[src/rtl/alu_accum_ctrl.sv]
// alu_accum_ctrl: issue/capture stage wrapped around an external combinational ALU.
// Ports: cmd_* (valid/ready command in), alu_* (registered drive to and result from the ALU),
//        rsp_* (valid/ready response out); clk with synchronous active-high rst.
// Latency: EXEC_CYCLES+1 edges to rsp_valid for ALU commands, 1 edge for loads; one command in flight, no queuing.
module alu_accum_ctrl #(
  parameter int          N           = 4,
  parameter int          EXEC_CYCLES = 1,
  parameter logic [15:0] CB_MASK     = 16'h0003
) (
  input  logic         clk,
  input  logic         rst,
  input  logic         cmd_valid,
  output logic         cmd_ready,
  input  logic [3:0]   cmd_mode,
  input  logic [N-1:0] cmd_operand,
  input  logic         cmd_load,
  output logic [N-1:0] alu_a,
  output logic [N-1:0] alu_b,
  output logic [3:0]   alu_mode,
  output logic         alu_cb_in,
  input  logic [N-1:0] alu_result,
  input  logic         alu_cb_out,
  output logic         rsp_valid,
  input  logic         rsp_ready,
  output logic [N-1:0] rsp_result,
  output logic         rsp_cb,
  output logic         rsp_zero
);

  // Counter is at least one bit wide so EXEC_CYCLES=1 still elaborates cleanly.
  localparam int              CNT_W    = (EXEC_CYCLES > 1) ? $clog2(EXEC_CYCLES) : 1;
  localparam logic [CNT_W-1:0] CNT_LAST = CNT_W'(EXEC_CYCLES - 1);

  typedef enum logic [1:0] {
    S_IDLE = 2'd0,
    S_EXEC = 2'd1,
    S_RESP = 2'd2
  } state_t;

  state_t             state;
  logic [N-1:0]       acc;
  logic               cb_flag;
  logic [CNT_W-1:0]   cnt;
  logic               cb_next;

  // The ALU sees the stored flag directly; it only changes at capture or load,
  // so it stays frozen for the whole EXEC window.
  assign alu_cb_in = cb_flag;

  // Modes with a clear mask bit leave the carry/borrow chain untouched.
  assign cb_next = CB_MASK[alu_mode] ? alu_cb_out : cb_flag;

  always_ff @(posedge clk) begin
    if (rst) begin
      state      <= S_IDLE;
      acc        <= '0;
      cb_flag    <= 1'b0;
      cnt        <= '0;
      alu_a      <= '0;
      alu_b      <= '0;
      alu_mode   <= 4'd0;
      cmd_ready  <= 1'b1;
      rsp_valid  <= 1'b0;
      rsp_result <= '0;
      rsp_cb     <= 1'b0;
      rsp_zero   <= 1'b0;
    end else begin
      case (state)
        S_IDLE: begin
          if (cmd_valid) begin
            cmd_ready <= 1'b0;
            if (cmd_load) begin
              // Load bypasses the ALU and clears the chain flag.
              acc        <= cmd_operand;
              cb_flag    <= 1'b0;
              rsp_result <= cmd_operand;
              rsp_cb     <= 1'b0;
              rsp_zero   <= (cmd_operand == '0);
              rsp_valid  <= 1'b1;
              state      <= S_RESP;
            end else begin
              // ALU inputs are latched once here and held through EXEC.
              alu_a    <= acc;
              alu_b    <= cmd_operand;
              alu_mode <= cmd_mode;
              cnt      <= '0;
              state    <= S_EXEC;
            end
          end
        end

        S_EXEC: begin
          if (cnt == CNT_LAST) begin
            acc        <= alu_result;
            cb_flag    <= cb_next;
            rsp_result <= alu_result;
            rsp_cb     <= cb_next;
            // Same value that lands in acc, so this is the captured-result zero flag.
            rsp_zero   <= (alu_result == '0);
            rsp_valid  <= 1'b1;
            state      <= S_RESP;
          end else begin
            cnt <= cnt + 1'b1;
          end
        end

        S_RESP: begin
          if (rsp_ready) begin
            rsp_valid <= 1'b0;
            cmd_ready <= 1'b1;
            state     <= S_IDLE;
          end
        end

        default: begin
          rsp_valid <= 1'b0;
          cmd_ready <= 1'b1;
          state     <= S_IDLE;
        end
      endcase
    end
  end

endmodule

[config.mk]
export PLATFORM = sky130hd
export DESIGN_NAME = alu_accum_ctrl
export DESIGN_NICKNAME = d
export VERILOG_FILES = /design/src/rtl/alu_accum_ctrl.sv
export SDC_FILE = /design/constraint.sdc
export NUM_CORES = 1
export LEC_CHECK = 0
export CAP_MARGIN = 20
export CORE_MARGIN = 2
export CORE_UTILIZATION = 45
export DETAILED_ROUTE_END_ITERATION = 6
export PLACE_DENSITY = 0.85
export SETUP_SLACK_MARGIN = 0.4
export SLEW_MARGIN = 20
export SYNTH_ARGS = -nofsm -noshare
export SYNTH_HDL_FRONTEND = slang
export SYNTH_SLANG_ARGS = --single-unit
[constraint.sdc]
create_clock -name clk -period 2.8 [get_ports clk]
set_clock_uncertainty 0.05 [all_clocks]
set_input_delay 0.84 -clock clk [delete_from_list [all_inputs] [get_ports clk]]
set_output_delay 0.84 -clock clk [all_outputs]
set_load 0.1 [all_outputs]
* Word-level counts from Yosys, hierarchy flattened
Memory sizes are Yosys's and may differ from the RTL's. A register that Yosys moved wholly into a read port is not among the register bits.
Cells that the tools add are included.
** Word-level totals
- Register bits :: 23
- Bits in read-only memories :: 16
- Logic and storage cells :: 67
- Memories :: 1
** Cells by class
- $add $sub $neg :: 1
- Order comparisons :: 1
- Equal/unequal tests :: 8
- Muxes and demuxes :: 33
- Bitwise operators :: 2
- Reductions and logical operators :: 11
** Memory list
- (no name shown) :: words 16, width 1, read ports 1, clocked after memory_dff 1, wr ports 0, RTL line 51 : assign cb_next = CB_MASK[alu_mode] ? alu_cb_out : cb_flag;
** Operators with widths (number)
- 4-bit 2-to-1 mux :: 5
- 1-bit 2-to-1 mux :: 17
- 3-bit AND reduction :: 4
- 2-bit inequality test, second input constant :: 5
- 4-bit logical NOT :: 2
- 2-bit 2-to-1 mux :: 4
- 4-bit case mux with 2 select lines :: 1
- 4-bit AND reduction :: 2
- 1-bit case mux with 2 select lines :: 3
- 1-bit case mux with 3 select lines :: 2
- 2-bit case mux with 3 select lines :: 1
- 4-bit by 5-bit < comparator with 1-bit output, second input constant :: 1
- 5-bit AND reduction :: 1
- 3-bit inequality test, second input constant :: 1
- 2-bit by 1-bit equality test with 1-bit output, second input constant :: 1
- 2-bit equality test, second input constant :: 1
- 2-bit logical NOT :: 1
- 1-bit NOT :: 2
- 2-bit nonzero test :: 1
- 1-bit adder, second input constant :: 1

* Depth between registers and ports, before layout
Gate-level depths: netlist of run 1.
- Word-level depth :: 5
- Gate-level depth with buffers :: 6
- Depth with buffers taken out :: 3

* Worst setup path before layout of run 1
OpenSTA, ideal clock, no wires.
- Path type :: reg2out
- Start :: register alu_cb_in (netlist name)
- End :: output rsp_cb
- Arrival time :: 1.374 ns
- Data required time :: 1.910 ns
- Setup slack :: 0.536 ns
- Stages on the path, launching flop included :: 2
- Buffers on the path :: 1
- Path through :: dfxtp_1 -> buf_4
** RTL lines
- to (decl) :: RTL line 26 : output logic rsp_cb,

==> results of run 1 <==
[cell families after synthesis]
family	after synthesis	share of synthesized area, %
AOI/OAI and AO/OA	35	21.2
buffers and inverters	12	6.77
DFF	23	47.0
muxes	1	1.02
and+or+nand+nor	47	24.0
[report_power, final]
part / total (mW) / switching [mW] / internal (mW)
Sequential: 0.365 / 0.0178 / 0.347
Clock: 0.150 / 0.0972 / 0.0532
Combinational: 0.243 / 0.172 / 0.0701
[flip-flops by register name, summed over array words and instances, names as in the netlist, named ones only]
register and count:
cmd_ready 1, alu_b 4, acc 4, alu_a 4, alu_mode 4, rsp_zero 1, alu_cb_in 1, rsp_valid 1
state 2
[synthesized netlist by cell type, drive strengths merged, types with 2 or more instances]
library cell,number
a211oi,3
inv,3
nand2,30
or2,2
buf,5
nor4,4
o21ai,5
nor2,3
a21o,2
a311oi,4
clkbuf,4
a21oi,18
dfxtp,23
nor2b,3
[worst max-delay path: stages]
cell and delay (ns):
clkdlybuf4s50_1 0.47, or4b_1 0.69, nor4_2 0.21, or3_1 0.12
[routing by layer]
layer | up-vias | global-route usage, % | part of all wire (%)
li1 | 486 | - | -
met1 | 458 | 25.2 | 42
met2 | 37 | 34.6 | 50
met3 | 2 | 3.57 | 6.7
met4 | 0 | 8.11 | 1.1
met5 | - | 0 | 0
[cell type report]
type,count,share of cell area (%)
clock buffers,3,1.68
clock inverters,1,0.372
inverters,3,0.838
multi-input cells,83,33.7
flip-flops and latches,23,34.3
well taps,27,2.51
repair buffers,42,26.6
[path summary, 6_finish.rpt]
| kind | startpoint | endpoint | slack, ns | cells past startpoint |
|---|---|---|---|---|
| setup / recovery | cmd_valid | flip-flop | 0.66 | 4 |
| hold / removal | alu_b[3]$_SDFFE_PP0N_ | alu_b[3]$_SDFFE_PP0N_ | 0.42 | 2 |
| setup reg to reg | state[1]$_SDFFE_PP0P_ | flip-flop | 1.08 | 3 |
| hold reg to reg | alu_b[3]$_SDFFE_PP0N_ | alu_b[3]$_SDFFE_PP0N_ | 0.42 | 2 |
[metrics by stage]
stage	std cells	area, sq um
after floorplan	118	980
after global placement	178	1320
after detailed placement	178	1320
after CTS	182	1340
after global routing	182	1340
final	182	1340
==> results.yml, run 1 <==
status:
  status: "finished, final reports clean"
layout:
  post_layout_nets: 174
  antennaDiodeCount: 0
  final_layout_size_suffix_gt1_share_pct: 21.3
  final_cell_mix: "30 x nand2_1, 25 x buf_4, 23 x dfxtp_1"
  multiInputGateArea_sq_um: 453
  utilization_pct: 67.1
  layout_commonest_cell: "nand2_1"
  register_area_sq_um: 460
  filler_cell_count: 169
  syn_to_final_growth_pct: 37.2
clock_tree:
  holdBufCountCts: 0
  clock_insertion_delay_worst_skew_ns: 0.30
  post_cts.resized_instances: 0
  clk_pin_slew_worst_paths_ns: 0.13
  post-cts-setup-buffers: 0
  cts_made_buffers: 3
  clock_tree.root_cell: "clkbuf_4"
  cts_num_sinks: 23
  cts-root-to-sink-buffers: 2
  htree_levels: 1
  tritoncts_clock_tree: "done"
detailed_routing:
  vias: 983
  totalWireLength_um: 2370
  route.detailed.vias_per_inst: 5.40
  drcViolationCount: 0
  drt_first_pass_iters: 4
  wl_per_cell_um: 13.0
  dr.first_iter.drc_count: 23
  antenna_violating_nets_post_route: 0
timing:
  max_slew_headroom_pct: 67.1
  worst_pin_slew_ns: 0.492
  setup_viol_count_final: 0
  final_critical_path_time_including_i_o_delays_and_setup_ns: 2.14
  setup_total_negative_slack_ns: 0
  finalHoldViolCount: 0
  hold-worst-slack_ns: 0.416
  finalCritPeriodShare_pct: 76.3
  max_freq_mhz: 468
  final-max-slew-violation-count: 0
  final.setup.worst_slack_ns: 0.665
  grt_setup_unrepaired: "false"
logic_synthesis:
  post_synth_inst_count: 118
  yosys-top-cells-area: "dfxtp_1 47%, nand2_1 11%, a21oi_1 9.2%"
  yosysSeqAreaShare_pct: 47.0
  synth_enable_flop_cells: 0
  synth_area_sq_um: 980
  synth.avg_cell_area_sq_um: 8.30
  synth-async-reset-ratio_pct: 0
  synth-main-ff-cell: "dfxtp_1"
  postSynthNetCount: 136
  ys_ff_latch: 23
  yosys.cell_types.count: 26
  synth_area_leader_cell: "dfxtp_1"
  yosys_warnings: 0
  synth_top_area_share_pct: 47.0
setup_path:
  worst_setup_path_class: "primary input to flip-flop"
  startpoint_type: "primary input"
  timing.critical_path.fanout_max: 14
  setup.worst_path.end_class: "flip-flop"
  cp.arrival_ns: 2.34
  cp_data_required_time_ns: 3.01
grt:
  antenna_violations_before_repair: 0
  grt_start_max_net_pins: 16
  global_route_wire_length_before_repair_um: 3970
  grt_pass1_vias: 891
  grt_remaining_overflow: 0
  groute.usage.overall_pct: 20.3
place:
  dp_slack_ns: 0.338
  dp_hpwl_um: 1800
  portBuffers: 38
  place_congestion: 0.810
floorplan:
  placement_rows: 16
  num_io_pins: 39
  die_width_um: 50.7
  die_area_sq_mm: 0.00257
  initial_utilization_pct: 48.9
  core_region_area_sq_mm: 0.00200
  floorplan.die.height_um: 50.7
run:
  max_cap_violations: 0
pwr:
  power-per-cell-area_mw_per_mm2: 564
  vdd.ir_drop.worst_uv: 403
  finalPower_uw: 758
  leakagePower_nw: 0.530
hold_path:
  min_path_type: "flip-flop to flip-flop"
No activity file was read; power rests on OpenSTA's default activity.
==> run 2: changes to the inputs <==
--- a/config.mk
+++ b/config.mk
@@ -7,9 +7,9 @@
 export LEC_CHECK = 0
 export CAP_MARGIN = 20
 export CORE_MARGIN = 2
-export CORE_UTILIZATION = 45
+export CORE_UTILIZATION = 42
 export DETAILED_ROUTE_END_ITERATION = 6
-export PLACE_DENSITY = 0.85
+export PLACE_DENSITY = 0.8
 export SETUP_SLACK_MARGIN = 0.4
 export SLEW_MARGIN = 20
 export SYNTH_ARGS = -nofsm -noshare
==> constraint.sdc (replaced) <==
create_clock -name clk -period 2 [get_ports clk]
set_clock_uncertainty 0.05 [all_clocks]
set_input_delay 0.6 -clock clk [delete_from_list [all_inputs] [get_ports clk]]
set_output_delay 0.6 -clock clk [all_outputs]
set_load 0.1 [all_outputs]
==> results.yml, run 2 (synthesized netlist as in run 1, its figures left out) <==
setup_path:
  worst_path_largest_cell_delay_ns: 0.56
  timing.critical_path.mode_cell: "a211oi_1"
  cp_data_required_time_ns: 2.15
  timing.critical_path.fanout_max: 10
  timing.critical_path.slowest_stage_cell: "dfxtp_1"
  cp.arrival_ns: 1.75
  startpoint_type: "flip-flop"
  setup.worst_path.end_class: "flip-flop"
  worstPathCellList: "nor2b_2 -> a211oi_1 -> a211oi_1"
  cp.buffers_inverters: 0
  worst_setup_path_class: "flip-flop to flip-flop"
  cpLargestDelayFamily: "flip-flops"
clock_tree:
  cts_num_sinks: 23
  holdBufCountCts: 0
  post-cts-setup-buffers: 0
  cts-root-to-sink-buffers: 2
  clock_tree.root_cell: "clkbuf_4"
  clock_insertion_delay_worst_skew_ns: 0.32
  cts_made_buffers: 3
  tritoncts_clock_tree: "done"
  htree_levels: 1
  clk_pin_slew_worst_paths_ns: 0.14
place:
  portBuffers: 38
  place_congestion: 0.819
  cell_area_after_placement_sq_mm: 0.00160
  dp_hpwl_um: 2070
  dpl.cell_count: 180
pwr:
  vdd.ir_drop.worst_uv: 461
  power-per-cell-area_mw_per_mm2: 694
  finalPower_mw: 1.16
  leakagePower_nw: 0.644
timing:
  grt_setup_unrepaired: "true"
  worst_pin_slew_ns: 0.521
  max_freq_mhz: 628
  finalCritPeriodShare_pct: 79.6
  setup_viol_count_final: 0
  final-max-slew-violation-count: 0
  setup_total_negative_slack_ns: 0
  hold-worst-slack_ns: 0.439
  final_critical_path_time_including_i_o_delays_and_setup_ns: 1.59
  max_slew_headroom_pct: 65.2
  finalHoldViolCount: 0
run:
  max_cap_violations: 0
layout:
  antennaDiodeCount: 0
  layout_commonest_cell: "nand2_1"
  final_design_area_no_fill_sq_mm: 0.00168
  syn_to_final_growth_pct: 71.1
  post_layout_nets: 176
  final_cell_count_no_fill: 185
  final_layout_size_suffix_gt1_share_pct: 35.7
  final_cell_mix: "30 x nand2_1, 21 x buf_12, 18 x a21oi_1"
floorplan:
  floorplan.die.height_um: 52.3
  initial_utilization_pct: 44.3
  num_io_pins: 39
  die_area_sq_mm: 0.00273
  core_region_area_sq_mm: 0.00221
  die_width_um: 52.3
  placement_rows: 17
detailed_routing:
  totalWireLength_um: 2970
  vias: 1049
  dr.first_iter.drc_count: 32
  drt_first_pass_iters: 4
  antenna_violating_nets_post_route: 0
  route.detailed.vias_per_inst: 5.67
  wl_per_cell_um: 16.1
  drcViolationCount: 0
grt:
  global_route_wire_length_before_repair_um: 4820
  groute.usage.overall_pct: 24.1
  grt_pass1_vias: 1029
  grt_remaining_overflow: 0
  antenna_violations_before_repair: 0
  grt_start_max_net_pins: 17
hold_path:
  min_path_type: "flip-flop to flip-flop"
status:
  status: "finished, final reports clean"
run 2: power by group:
group / switching (mW) / internal [mW] / total (mW)
Clock: 0.150 / 0.0751 / 0.225
Sequential: 0.0395 / 0.489 / 0.528
Combinational: 0.250 / 0.160 / 0.410
run 2: repair_timing:
item / 4_1_cts / 5_1_grt
endpoints found under the setup margin: 23 / 17
pin swaps: 1 / 2
gates cloned: 1 / 0
resized for setup: 9 / 16
run 2: worst paths after layout:
kind	start	end	slack (ns)	cells past startpoint
setup / recovery	state[0]$_SDFFE_PP0P_	acc[0]$_SDFFE_PP0P_	0.41	3
hold / removal	alu_a[1]$_SDFFE_PP0N_	alu_a[1]$_SDFFE_PP0N_	0.44	2
setup reg to reg	state[0]$_SDFFE_PP0P_	acc[0]$_SDFFE_PP0P_	0.41	3
hold reg to reg	alu_a[1]$_SDFFE_PP0N_	alu_a[1]$_SDFFE_PP0N_	0.44	2
run 2: worst min-delay path: stages, from the launching register on:
cell and delay, ns:
dfxtp_2 0.36, nand2_1 0.05, a21oi_1 0.05
run 2: final cells by class:
type	instances	area (sq um)
inverter	3	11.3
timing repair buffer	43	633
fill	156	536
clock inverter	1	5.00
sequential	23	484
multi-input combinational	84	485
clock buffer	3	22.5
tap	28	35.0
run 2: per-stage QoR:
step	setup WS [ns]	util [%]
2_1_floorplan	0.374	-
4_1_cts	0.393	74.4
5_1_grt	0.397	75.8
3_5_place_dp	-0.0811	72.2
6_report	0.408	75.8
3_3_place_gp	-0.0203	72.2
run 2: per-layer routing:
layer	global-route usage, %	wire [um]
met5	0	0
met4	8.12	59
met3	4.29	183
met2	43.5	1650
met1	28.2	1080
==> run 3: changes to the inputs <==
--- a/config.mk
+++ b/config.mk
@@ -7,9 +7,9 @@
 export LEC_CHECK = 0
 export CAP_MARGIN = 20
 export CORE_MARGIN = 2
-export CORE_UTILIZATION = 42
+export CORE_UTILIZATION = 38
 export DETAILED_ROUTE_END_ITERATION = 6
-export PLACE_DENSITY = 0.8
+export PLACE_DENSITY = 0.76
 export SETUP_SLACK_MARGIN = 0.4
 export SLEW_MARGIN = 20
 export SYNTH_ARGS = -nofsm -noshare
==> constraint.sdc (replaced) <==
create_clock -name clk -period 1.3 [get_ports clk]
set_clock_uncertainty 0.05 [all_clocks]
set_input_delay 0.39 -clock clk [delete_from_list [all_inputs] [get_ports clk]]
set_output_delay 0.39 -clock clk [all_outputs]
set_load 0.1 [all_outputs]
==> results.yml, run 3 (synthesized netlist as in run 1, its figures left out) <==
status:
  status: "finished, violations left"
  failed_checks: "setup timing"
timing:
  max_slew_headroom_pct: 77.3
  final_critical_path_time_including_i_o_delays_and_setup_ns: 1.37
  worst_pin_slew_ns: 0.337
  max_freq_mhz: 730
  finalHoldViolCount: 0
  finalCritPeriodShare_pct: 105
  grt_setup_unrepaired: "true"
  final.setup.worst_slack_ns: -0.0695
  setup_viol_count_final: 18
  final-max-slew-violation-count: 0
floorplan:
  num_io_pins: 39
  die_width_um: 54.8
  die_area_sq_mm: 0.00300
  floorplan.die.height_um: 54.8
  core_region_area_sq_mm: 0.00245
  placement_rows: 18
  initial_utilization_pct: 39.9
place:
  portBuffers: 38
  dp_hpwl_um: 2270
  place_congestion: 0.822
  dpl.cell_count: 189
  cell_area_after_placement_sq_mm: 0.00174
detailed_routing:
  antenna_violating_nets_post_route: 0
  drt_first_pass_iters: 4
  totalWireLength_um: 3480
  dr.first_iter.drc_count: 28
  wl_per_cell_um: 16.8
  vias: 1151
  drcViolationCount: 0
  route.detailed.vias_per_inst: 5.56
hold_path:
  min_path_type: "primary input to flip-flop"
grt:
  grt_pass1_vias: 1102
  antenna_violations_before_repair: 0
  grt_start_max_net_pins: 14
  global_route_wire_length_before_repair_um: 4950
  groute.usage.overall_pct: 23.6
  grt_remaining_overflow: 0
pwr:
  finalPower_mw: 1.85
  leakagePower_nw: 0.748
  vdd.ir_drop.worst_uv: 867
  power-per-cell-area_mw_per_mm2: 958
setup_path:
  cp.arrival_ns: 1.58
  timing.critical_path.fanout_max: 7
  worst_setup_path_class: "flip-flop to flip-flop"
  setup.worst_path.end_class: "flip-flop"
  cp_data_required_time_ns: 1.51
  startpoint_type: "flip-flop"
layout:
  syn_to_final_growth_pct: 96.6
  final_layout_size_suffix_gt1_share_pct: 51.4
  final_cell_count_no_fill: 207
  final_design_area_no_fill_sq_mm: 0.00193
  layout_commonest_cell: "nand2_1"
  post_layout_nets: 196
  filler_cell_count: 153
  antennaDiodeCount: 0
  utilization_pct: 78.4
  final_cell_mix: "29 x nand2_1, 23 x buf_4, 21 x dfxtp_4, 21 x buf_12, 13 x a21oi_1"
clock_tree:
  cts_made_buffers: 3
  cts-root-to-sink-buffers: 2
  htree_levels: 1
  cts_num_sinks: 23
  holdBufCountCts: 0
  tritoncts_clock_tree: "done"
  clock_tree.root_cell: "clkbuf_4"
  clock_insertion_delay_worst_skew_ns: 0.31
  clk_pin_slew_worst_paths_ns: 0.13
run:
  max_cap_violations: 0
run 3: what timing repair did:
action | 4_1_cts | 5_1_grt
pin swaps | 4 | 6
setup buffers | 10 | 2
hold endpoints to repair | 0 | 0
gates resized for setup | 13 | 10
cloned | 1 | 1
endpoints found under the setup margin | 44 | 44
run 3: final timing paths:
check | start | to | slack (ns) | cells past startpoint
worst max-delay path | state[1]$_SDFFE_PP0P_ | flip-flop | -0.07 | 3
worst min-delay path | cmd_operand[2] | alu_b[2]$_SDFFE_PP0N_ | 0.45 | 3
worst max register to register | state[1]$_SDFFE_PP0P_ | flip-flop | -0.07 | 3
worst min register to register | alu_mode[0]$_SDFFE_PP0N_ | alu_mode[0]$_SDFFE_PP0N_ | 0.45 | 2
run 3: through the flow:
step | hold slack, ns | setup TNS (ns) | setup WS [ns]
6_report | 0.452 | -0.288 | -0.0695
2_1_floorplan | 0.404 | -1.53 | -0.149
4_1_cts | 0.444 | -0.584 | -0.0574
3_5_place_dp | 0.429 | -10.48 | -0.604
3_3_place_gp | 0.422 | -10.11 | -0.570
5_1_grt | 0.476 | -1.26 | -0.101
run 3: cell type report:
class	instances	area (sq um)	area share [%]
clock buffer	3	22.5	1.17
clock inverter	1	5.00	0.260
inverter	3	11.3	0.585
multi-input combinational	84	531	27.6
sequential	23	541	28.1
tap	30	37.5	1.95
timing repair buffer	63	778	40.4
run 3: critical path, cell delays in order (launching register included):
cell and delay (ns):
dfxtp_2 0.38, or4b_4 0.61, nor4_2 0.16, or3_1 0.13
run 3: per-layer routing:
metal  global-route usage, %  part of all wire (%)
met1                    27.7                    37
met2                    43.3                    55
met3                    4.92                   6.1
met4                    5.00                   1.9
met5                       0                     0
run 3: where the power goes:
part           total, mW  switching [mW]  internal (mW)
clock              0.333           0.218          0.115
combinational      0.730           0.428          0.302
sequential         0.782          0.0509          0.731
total               1.85           0.697           1.15
